## src/rtl/multiplicador_secuencial_pkg.sv

```systemverilog
// -----------------------------------------------------------------------------
// multiplicador_secuencial_pkg
//   Shared definitions for the sequential shift-and-add multiplier:
//   FSM state encoding and a helper for sizing the iteration counter.
// -----------------------------------------------------------------------------
package multiplicador_secuencial_pkg;

   // Encoding 2'd3 is unused; the FSM recovers from it to REPOSO.
   typedef enum logic [1:0] {
      REPOSO  = 2'd0,
      CALCULO = 2'd1,
      FIN     = 2'd2
   } estado_t;

   // Counter must hold the value ancho itself, so it never wraps
   // within an operation.
   function automatic int ancho_cuenta(input int ancho);
      return $clog2(ancho + 1);
   endfunction

endpackage : multiplicador_secuencial_pkg

```

## src/rtl/multiplicador_secuencial_sumador.sv

```systemverilog
// -----------------------------------------------------------------------------
// Sumador_Completo / sumador_ripple_n
//   One-bit full adder and an N-bit ripple-carry adder built from it.
//   The multiplier uses the ripple adder to accumulate the multiplicand
//   into the upper half of the partial product.
//
// Ports (sumador_ripple_n):
//   X, Y            in   ANCHO  addends
//   AcarreoEntrada  in   1      carry in
//   Salida          out  ANCHO  sum
//   AcarreoSalida   out  1      carry out of the most significant bit
// -----------------------------------------------------------------------------
module Sumador_Completo (
   input  logic X,
   input  logic Y,
   input  logic AcarreoEntrada,
   output logic Salida,
   output logic AcarreoSalida
);

   assign Salida        = X ^ Y ^ AcarreoEntrada;
   assign AcarreoSalida = (X & Y) | (AcarreoEntrada & (X ^ Y));

endmodule : Sumador_Completo

module sumador_ripple_n #(
   parameter int ANCHO = 4
) (
   input  logic [ANCHO-1:0] X,
   input  logic [ANCHO-1:0] Y,
   input  logic             AcarreoEntrada,
   output logic [ANCHO-1:0] Salida,
   output logic             AcarreoSalida
);

   logic [ANCHO:0] acarreo;

   assign acarreo[0] = AcarreoEntrada;

   for (genvar i = 0; i < ANCHO; i++) begin : g_bit
      Sumador_Completo u_fa (
         .X              (X[i]),
         .Y              (Y[i]),
         .AcarreoEntrada (acarreo[i]),
         .Salida         (Salida[i]),
         .AcarreoSalida  (acarreo[i+1])
      );
   end

   assign AcarreoSalida = acarreo[ANCHO];

endmodule : sumador_ripple_n

```

## src/rtl/multiplicador_secuencial.sv

```systemverilog
// -----------------------------------------------------------------------------
// multiplicador_secuencial
//   Unsigned shift-and-add multiplier, one partial product per clock.
//   The multiplier operand B sits in the low half of Producto and is
//   consumed LSB-first as the product shifts right; the multiplicand is
//   added into the high half through a ripple adder whenever the current
//   LSB is 1. Producto holds its final value until the next accepted start.
//
//   state   | meaning
//   --------+-----------------------------------------------------------
//   REPOSO  | idle, waiting for Inicio; Producto holds last result
//   CALCULO | one add/shift iteration per clock, ANCHO iterations total
//   FIN     | Listo high for this single cycle, then back to REPOSO
//
// Ports:
//   Reloj     in   1        clock, rising edge
//   Reset_n   in   1        asynchronous active-low reset
//   Inicio    in   1        start request, sampled only in REPOSO
//   A         in   ANCHO    multiplicand, latched on accepted start
//   B         in   ANCHO    multiplier, latched on accepted start
//   Ocupado   out  1        high while not in REPOSO
//   Listo     out  1        one-cycle pulse, Producto valid
//   Producto  out  2*ANCHO  unsigned A*B
// -----------------------------------------------------------------------------
module multiplicador_secuencial
   import multiplicador_secuencial_pkg::*;
#(
   parameter int ANCHO = 4
) (
   input  logic               Reloj,
   input  logic               Reset_n,
   input  logic               Inicio,
   input  logic [ANCHO-1:0]   A,
   input  logic [ANCHO-1:0]   B,
   output logic               Ocupado,
   output logic               Listo,
   output logic [2*ANCHO-1:0] Producto
);

   localparam int CW = ancho_cuenta(ANCHO);

   estado_t             estado;
   estado_t             estado_sig;
   logic [CW-1:0]       cuenta;
   logic [ANCHO-1:0]    mcand;
   logic [2*ANCHO-1:0]  producto_q;

   logic [ANCHO-1:0]    sumando;
   logic [ANCHO-1:0]    suma;
   logic                acarreo;
   logic                ultima;

   // Adds zero when the current multiplier bit is 0, so the shift path
   // is the same for both cases.
   assign sumando = producto_q[0] ? mcand : '0;

   sumador_ripple_n #(
      .ANCHO (ANCHO)
   ) u_sumador (
      .X              (producto_q[2*ANCHO-1:ANCHO]),
      .Y              (sumando),
      .AcarreoEntrada (1'b0),
      .Salida         (suma),
      .AcarreoSalida  (acarreo)
   );

   assign ultima = (cuenta == CW'(ANCHO - 1));

   always_ff @(posedge Reloj or negedge Reset_n) begin
      if (!Reset_n) begin
         estado <= REPOSO;
      end else begin
         estado <= estado_sig;
      end
   end

   always_comb begin
      estado_sig = estado;
      case (estado)
         REPOSO:  if (Inicio) estado_sig = CALCULO;
         CALCULO: if (ultima) estado_sig = FIN;
         FIN:     estado_sig = REPOSO;
         default: estado_sig = REPOSO;
      endcase
   end

   always_ff @(posedge Reloj or negedge Reset_n) begin
      if (!Reset_n) begin
         cuenta     <= '0;
         mcand      <= '0;
         producto_q <= '0;
      end else begin
         case (estado)
            REPOSO: begin
               if (Inicio) begin
                  mcand      <= A;
                  producto_q <= {{ANCHO{1'b0}}, B};
                  cuenta     <= '0;
               end
            end
            CALCULO: begin
               // Carry-out lands in the MSB after the shift: no overflow.
               producto_q <= {acarreo, suma, producto_q[ANCHO-1:1]};
               cuenta     <= cuenta + CW'(1);
            end
            default: ;
         endcase
      end
   end

   assign Ocupado  = (estado != REPOSO);
   assign Listo    = (estado == FIN);
   assign Producto = producto_q;

endmodule : multiplicador_secuencial
```

## config.mk

```make
export PLATFORM = sky130hd
export DESIGN_NAME = multiplicador_secuencial
export DESIGN_NICKNAME = d
export VERILOG_FILES = /design/src/rtl/multiplicador_secuencial_pkg.sv /design/src/rtl/multiplicador_secuencial_sumador.sv /design/src/rtl/multiplicador_secuencial.sv
export SDC_FILE = /design/constraint.sdc
export NUM_CORES = 1
export LEC_CHECK = 0
export CAP_MARGIN = 20
export CORE_UTILIZATION = 51
export CTS_BUF_LIST = sky130_fd_sc_hd__clkbuf_16
export DETAILED_ROUTE_END_ITERATION = 8
export PLACE_DENSITY = 0.82
export SYNTH_ARGS = -nofsm -noshare
export SYNTH_HDL_FRONTEND = slang
export SYNTH_HIERARCHICAL = 1
export SYNTH_SLANG_ARGS = --single-unit
```

## constraint.sdc

```tcl
create_clock -name Reloj -period 3.83 [get_ports Reloj]
set_clock_uncertainty 0.1 [all_clocks]
set_input_delay 0.766 -clock Reloj [delete_from_list [all_inputs] [get_ports Reloj]]
set_output_delay 0.766 -clock Reloj [all_outputs]
set_load 0.1 [all_outputs]
```

Yosys cells after proc, flatten, opt, wreduce, memory -nomap -nowiden
Cells that the tools add are included.
{"block": "totals", "word_cells": 41, "input_bits": 11, "output_inout_bits": 10, "ff_bits": 17}
{"block": "classes", "addsub": 1, "muxes": 8, "n_bitwise": 17, "n_eq_ne": 5, "n_reduce_logical": 6}
{"cell": "$pmux W8 S2", "n": 1}
{"cell": "$mux W8", "n": 1}
{"cell": "$and A1 B1 Y1", "n": 7}
{"cell": "$xor A1 B1 Y1", "n": 7}
{"cell": "$pmux W3 S2", "n": 1}
{"cell": "$reduce_and A2 Y1", "n": 3}
{"cell": "$mux W2", "n": 2}
{"cell": "$mux W4", "n": 1}
{"cell": "$ne A2 B2 Y1 const B", "n": 2}
{"cell": "$pmux W2 S2", "n": 1}
{"cell": "$reduce_bool A2 Y1", "n": 2}
{"cell": "$add A3 B1 Y3 const B", "n": 1}
{"cell": "$eq A3 B2 Y1 const B", "n": 1}
{"cell": "$mux W3", "n": 1}
{"cell": "$or A1 B1 Y1", "n": 3}
{"cell": "$eq A2 B1 Y1 const B", "n": 1}
{"cell": "$eq A2 B2 Y1 const B", "n": 1}
{"cell": "$logic_not A2 Y1", "n": 1}

Logic depth before layout (Yosys ltp)
Gate-level depths: netlist (run 1).
{"block": "depth", "word_depth": 9, "depth_mapped": 6, "ltp_nobuf": 6}

Cells and area by module
The synthesis (run 1) kept the hierarchy.
{"module": "multiplicador_secuencial", "cells_each": 66, "area_per_inst_um2": 802.0, "instances": 1, "seq_area_each_um2": 425.4}
{"module": "Sumador_Completo", "cells_each": 1, "area_per_inst_um2": 20.0, "instances": 4, "seq_area_each_um2": 0.0}

Worst setup path before layout (run 1)
No wires, ideal clock.
{"block": "synth_timing", "path_type": "flip-flop to flip-flop", "start": "reg producto_q[0], in the netlist Producto[0]", "end": "reg producto_q[6], in the netlist Producto[6]", "path_stages_with_launch": 7, "slack_ps": 766, "required_ps": 3607, "setup_ps": 123, "period_less_slack_ps": 3064, "arrival_time_ps": 2840, "n_path_buf": 0, "path_cell_list": "dfrtp_1 and2_1 fa_1 fa_1 fa_1 fa_1 a22o_1"}
{"block": "synth_via", "elab_chain_cells": 8, "elab_cells_between_ends": 13, "classes_between": "mux: 2; bitwise: 11"}
{"item": "start, declared", "line": "multiplicador_secuencial.sv:46", "text": "logic [2*ANCHO-1:0] producto_q;"}
{"item": "start signal, assigned", "line": "multiplicador_secuencial.sv:97", "text": "producto_q <= {{ANCHO{1'b0}}, B};"}
{"item": "start signal, assigned", "line": "multiplicador_secuencial.sv:103", "text": "producto_q <= {acarreo, suma, producto_q[ANCHO-1:1]};"}
{"item": "$mux W4", "line": "multiplicador_secuencial.sv:55", "text": "assign sumando = producto_q[0] ? mcand : '0;"}
{"item": "via sumando[0]", "line": "multiplicador_secuencial.sv:48", "text": "logic [ANCHO-1:0] sumando;"}
{"item": "$and A1 B1 Y1", "line": "multiplicador_secuencial_sumador.sv:22", "text": "assign AcarreoSalida = (X & Y) | (AcarreoEntrada & (X ^ Y));"}
{"item": "via u_sumador.acarreo[1]", "line": "multiplicador_secuencial_sumador.sv:36", "text": "logic [ANCHO:0] acarreo;"}
{"item": "$and A1 B1 Y1", "line": "multiplicador_secuencial_sumador.sv:22"}
{"item": "$or A1 B1 Y1", "line": "multiplicador_secuencial_sumador.sv:22"}
{"item": "via u_sumador.acarreo[2]", "line": "multiplicador_secuencial_sumador.sv:36"}
{"item": "$and A1 B1 Y1", "line": "multiplicador_secuencial_sumador.sv:22"}
{"item": "$or A1 B1 Y1", "line": "multiplicador_secuencial_sumador.sv:22"}
{"item": "via u_sumador.acarreo[3]", "line": "multiplicador_secuencial_sumador.sv:36"}
{"item": "$xor A1 B1 Y1", "line": "multiplicador_secuencial_sumador.sv:21", "text": "assign Salida = X ^ Y ^ AcarreoEntrada;"}
{"item": "via suma[3]", "line": "multiplicador_secuencial.sv:49", "text": "logic [ANCHO-1:0] suma;"}
{"item": "$pmux W8 S2", "line": "multiplicador_secuencial.sv:93", "text": "case (estado)"}
The timed path passes the listed nets, and every way through them passes these cells.
A chain may end at the register's enable or synchronous reset.

Final worst setup path (run 1)
{"block": "layout_timing", "start": "reg producto_q[6], in the netlist Producto[6]", "end": "out Producto[6]"}
{"item": "end, declared", "line": "multiplicador_secuencial.sv:37", "text": "output logic [2*ANCHO-1:0] Producto"}
No word-level cell between the ends.

==> results of run 1 <==
logic make-up after synthesis:
kind of cell               Yosys count  share of synthesized area, %
AOI/OAI and AO/OA                   12                          10.8
DFF                                 17                          48.2
muxes                                5                          6.38
adders and majority gates            6                          11.9
and+or+nand+nor                     19                          16.7
other                                1                         0.425
buffers and inverters               10                          5.53
per-layer routing:
layer | vias to the layer above | global-route usage [%] | wire length, um
li1 | 287 | - | -
met1 | 291 | 27.3 | 718
met2 | 16 | 31.6 | 772
met3 | 2 | 4.17 | 72
met4 | 0 | 9.38 | 4
met5 | - | 0 | 0
final cells by class:
class / count / share of cell area, %
flip-flops and latches: 17 / 37.0
clock buffers: 3 / 6.53
well taps: 16 / 1.74
repair buffers: 20 / 17.0
multi-input cells: 43 / 35.5
clock inverters: 1 / 0.326
inverters: 6 / 1.96
per-stage QoR:
step	cells	hold slack [ns]	worst slack (ns)	area [um^2]	util [%]
after floorplan	70	0.366	0.766	882	-
after global placement	102	0.384	1.25	1070	68.7
after detailed placement	102	0.386	1.20	1070	68.7
after CTS	106	0.404	1.14	1150	73.8
after global routing	106	0.422	1.07	1150	73.8
final	106	0.397	1.15	1150	73.8
synthesized netlist by cell type:
| cell type | count |
|---|---|
| a211oi_1 | 4 |
| a21oi_1 | 1 |
| a22o_1 | 6 |
| and2_1 | 5 |
| buf_2 | 2 |
| buf_6 | 1 |
| clkbuf_2 | 1 |
| conb_1 | 1 |
| dfrtp_1 | 17 |
| fa_1 | 4 |
| ha_1 | 2 |
| inv_1 | 6 |
| mux2_2 | 5 |
| nand2b_1 | 1 |
| nor2b_1 | 2 |
| nor3b_1 | 4 |
| nor3b_4 | 1 |
| nor4b_1 | 4 |
| o21bai_1 | 1 |
| or2_2 | 1 |
| or2b_1 | 1 |
worst paths after layout:
kind / from / to / slack (ns) / cells past startpoint
worst min register to register: mcand[0] / mcand[0] / 0.40 / 1
worst max register to register: Producto[0] / Producto[6] / 1.19 / 6
max in group asynchronous: Reset_n / mcand[3] / 2.29 / 1
min in group asynchronous: Reset_n / mcand[1] / 0.87 / 1
worst max-delay path: Producto[6] / Producto[6] / 1.15 / 1
worst min-delay path: mcand[0] / mcand[0] / 0.40 / 1
registers in the layout (all words and copies together) (netlist names):
name      flops
Producto      8
mcand         4
cuenta        3
estado        2
==> results.sh, run 1 <==
export IMPL_via_per_inst=5.62
export IMPL_critPathSlowestCell="clkdlybuf4s50_1"
export IMPL_layout_commonest_cell="clkdlybuf4s50_1"
export IMPL_drc=2
export IMPL_yosysTopAreaCell="dfrtp_1"
export IMPL_cts_buffers=3
export IMPL_end_kind="output port"
export IMPL_grt_pass1_wl_um=2770
export IMPL_drive_above_1_share_pct=13.3
export IMPL_synth_area_leaders="dfrtp_1 (48%), fa_1 (9.1%), mux2_2 (6.4%)"
export IMPL_crit_family="buffers and inverters"
export IMPL_core_area_um2=1560
export IMPL_final_antenna_net_count=0
export IMPL_final_fill_count=113
export IMPL_timing_fmax_ghz=0.374
export IMPL_grt_max_degree=18
export IMPL_multi_input_area_um2=408
export IMPL_die_h_um=43.6
export IMPL_vias=596
export IMPL_cts_root_buffer="clkbuf_16"
export IMPL_htreeDepth=1
export IMPL_regArea_um2=425
export IMPL_cts_buffer_depth=2
export IMPL_violations="design-rule violations"
export IMPL_diodes=0
export IMPL_die_x_um=43.6
export IMPL_synth_seq_cells=17
export IMPL_drtPass1Iterations=6
export IMPL_critical_path_buf_inv_count=1
export IMPL_post_cts_resized=0
export IMPL_area_growth_pct=30.4
export IMPL_path_cells="clkdlybuf4s50_1"
export IMPL_num_rows=14
export IMPL_grt_ovfl_total=0
export IMPL_synth_top_area_share_pct=48.2
export IMPL_grt_pass1_vias=656
export IMPL_synthCells=70
export IMPL_synth_cell_types=21
export IMPL_finalMaxSlewViolations=0
export IMPL_fin_tns_setup_ns=0
export IMPL_critical_path_class="flip-flop to output port"
export IMPL_rsz0062_at_grt="no"
export IMPL_start_util_pct=56.6
export IMPL_cts_tree="yes"
export IMPL_port_buffers=20
export IMPL_cp_max_fo=3
export IMPL_syn_area_um2=882
export IMPL_synth_seq_area_share_pct=48.2
export IMPL_cts_hold_buffers=0
export IMPL_path_clk_slew_ns=0.05
export IMPL_critPathMaxStageDelay_ns=1.16
export IMPL_gp_congestion=0.742
export IMPL_wirelength_um=1570
export IMPL_track_usage_pct=20.3
export IMPL_avgSynthCellArea_um2=12.6
export IMPL_final_cell_mix="clkdlybuf4s50_1 (18), dfrtp_1 (17), inv_1 (7)"
export IMPL_wl_per_cell_um=14.8
export IMPL_nets=108
export IMPL_status="complete, but fails checks"
export IMPL_critPathLaunchType="flip-flop"
export IMPL_ios=21
export IMPL_antenna_found_initial=0
export IMPL_finalCriticalPeriod_ns=2.68
export IMPL_setup_viol=0
export IMPL_worstPathArrival_ns=1.81
export IMPL_relSlewSlack_pct=34.7
export IMPL_worst_slew_pin_slew_ns=0.976
export IMPL_hold_class="flip-flop to flip-flop"
export IMPL_cap_violations=0
export IMPL_yosys_warnings=6
export IMPL_hold_violations=0
export IMPL_crit_required_ns=2.96
export IMPL_dieArea_um2=1900
export IMPL_synth_fp_nets=87
export IMPL_cts_setup_buffers=0
export IMPL_post_route_period_util_pct=69.9
export IMPL_clk_latency_ns=0.24
export IMPL_dp_hpwl_um=1120
export IMPL_cts_sinks=17
export IMPL_first_iter_violations=9
Power of run 1 is not shown: default switching activity piles up to over one toggle a cycle in this logic, so the estimate is an artifact.
==> inputs of run 2 (changes only) <==
Settings changed: CORE_UTILIZATION 51 to 47, PLACE_DENSITY 0.82 to 0.76.
Clock period 3.83 ns to 2.5 ns, I/O delays scaled along.
==> results.sh, run 2 (synthesized netlist as in run 1, its figures left out) <==
export IMPL_status="finished clean"
export IMPL_cts_root_buffer="clkbuf_16"
export IMPL_hold_class="flip-flop to flip-flop"
export IMPL_critical_path_class="flip-flop to flip-flop"
export IMPL_crit_required_ns=2.53
export IMPL_clk_latency_ns=0.24
export IMPL_via_per_inst=5.02
export IMPL_dieArea_um2=2050
export IMPL_crit_path_frequent_cell="fa_2"
export IMPL_num_rows=15
export IMPL_multi_input_area_um2=423
export IMPL_layout_commonest_cell="dfrtp_1"
export IMPL_critPathLaunchType="flip-flop"
export IMPL_end_kind="flip-flop"
export IMPL_setup_viol=0
export IMPL_wl_per_cell_um=13.1
export IMPL_crit_family="adder cells"
export IMPL_area_growth_pct=35.0
export IMPL_path_cells="and2_4 -> fa_2 -> fa_2 -> fa_2 -> fa_2 -> a22o_1"
export IMPL_critPathMaxStageDelay_ns=0.47
export IMPL_worstPathArrival_ns=2.50
export IMPL_largest_reg_flops=8
export IMPL_post_cts_resized=0
export IMPL_grt_ovfl_total=0
export IMPL_cts_tree="yes"
export IMPL_drtPass1Iterations=4
export IMPL_critPathSlowestCell="dfrtp_4"
export IMPL_final_fill_count=137
export IMPL_gp_congestion=0.742
export IMPL_timing_fmax_ghz=0.405
export IMPL_nets=110
export IMPL_start_util_pct=50.5
export IMPL_track_usage_pct=17.9
export IMPL_core_area_um2=1750
export IMPL_drive_above_1_share_pct=32.6
export IMPL_post_route_period_util_pct=98.8
export IMPL_first_iter_violations=7
export IMPL_ios=21
export IMPL_relSlewSlack_pct=42.8
export IMPL_finalCriticalPeriod_ns=2.47
export IMPL_worst_slew_pin_slew_ns=0.857
export IMPL_htreeDepth=1
export IMPL_hold_violations=0
export IMPL_cts_buffers=3
export IMPL_port_buffers=20
export IMPL_cts_hold_buffers=0
export IMPL_die_h_um=45.3
export IMPL_grt_pass1_wl_um=2480
export IMPL_cts_setup_buffers=0
export IMPL_cap_violations=0
export IMPL_diodes=0
export IMPL_path_clk_slew_ns=0.05
export IMPL_drc=0
export IMPL_final_cell_mix="dfrtp_1 (15), buf_4 (11), clkdlybuf4s50_1 (10)"
export IMPL_dp_hpwl_um=1120
export IMPL_finalMaxSlewViolations=0
export IMPL_antenna_found_initial=0
export IMPL_cts_sinks=17
export IMPL_post_route_util_pct=68.2
export IMPL_final_antenna_net_count=0
export IMPL_grt_pass1_vias=549
export IMPL_wirelength_um=1530
export IMPL_critical_path_buf_inv_count=0
export IMPL_vias=587
export IMPL_regArea_um2=433
export IMPL_grt_max_degree=16
export IMPL_cp_max_fo=2
export IMPL_rsz0062_at_grt="yes"
export IMPL_die_x_um=45.3
export IMPL_cts_buffer_depth=2
run 2: cell count changes in the layout (fill, tap and decap cells not counted):
cell and delta:
fa_2 +4, buf_12 +1, dfrtp_1 -2, and2_1 -1, nor2b_2 +1, nor2b_1 -1
and2_4 +1, fa_1 -4, clkdlybuf4s50_1 -8, buf_4 +9, dfrtp_4 +2
run 2: per-layer routing:
layer / wire length (um) / track usage [%]
met1: 730 / 24.5
met2: 736 / 26.1
met3: 54 / 3.60
met4: 9 / 10.9
met5: 0 / 0
run 2: metrics by stage:
stage               TNS [ns]  hold WS (ns)  instances  worst slack [ns]  cell area, um^2
floorplan             -0.110         0.104         70           -0.0958              905
detailed placement   -0.0377         0.388        113           -0.0377             1110
global route         -0.0298         0.423        117           -0.0298             1190
global placement    -0.00233         0.384        113          -0.00233             1110
CTS                        0         0.403        117            0.0261             1190
finish                     0         0.394        117            0.0296             1190
run 2: what timing repair did:
action,4_1_cts,5_1_grt
pin swaps,2,0
endpoints found under the setup margin,1,1
cloned,0,0
run 2: layout make-up:
| class | instances | share of cell area (%) |
|---|---|---|
| repair buffers | 22 | 17.0 |
| flip-flops and latches | 17 | 36.3 |
| clock inverters | 1 | 0.315 |
| well taps | 25 | 2.63 |
| multi-input cells | 43 | 35.5 |
| clock buffers | 3 | 6.30 |
| inverters | 6 | 1.89 |
run 2: worst paths after layout:
path	depth (start not counted)	start	end	slack, ns
setup reg to reg	6	Producto[0]	Producto[6]	0.03
hold / removal	1	cuenta[2]	cuenta[2]	0.39
min in group asynchronous	1	Reset_n	Producto[4]	0.50
hold reg to reg	1	cuenta[2]	cuenta[2]	0.39
setup / recovery	6	Producto[0]	Producto[6]	0.03
max in group asynchronous	2	Reset_n	Producto[1]	1.30
run 2: worst reg2reg max path: stages, from the launching register on:
cell and delay (ns):
dfrtp_4 0.47, and2_4 0.16, fa_2 0.33, fa_2 0.34
fa_2 0.34, fa_2 0.41, a22o_1 0.21
Power of run 2 is left out for the same reason.
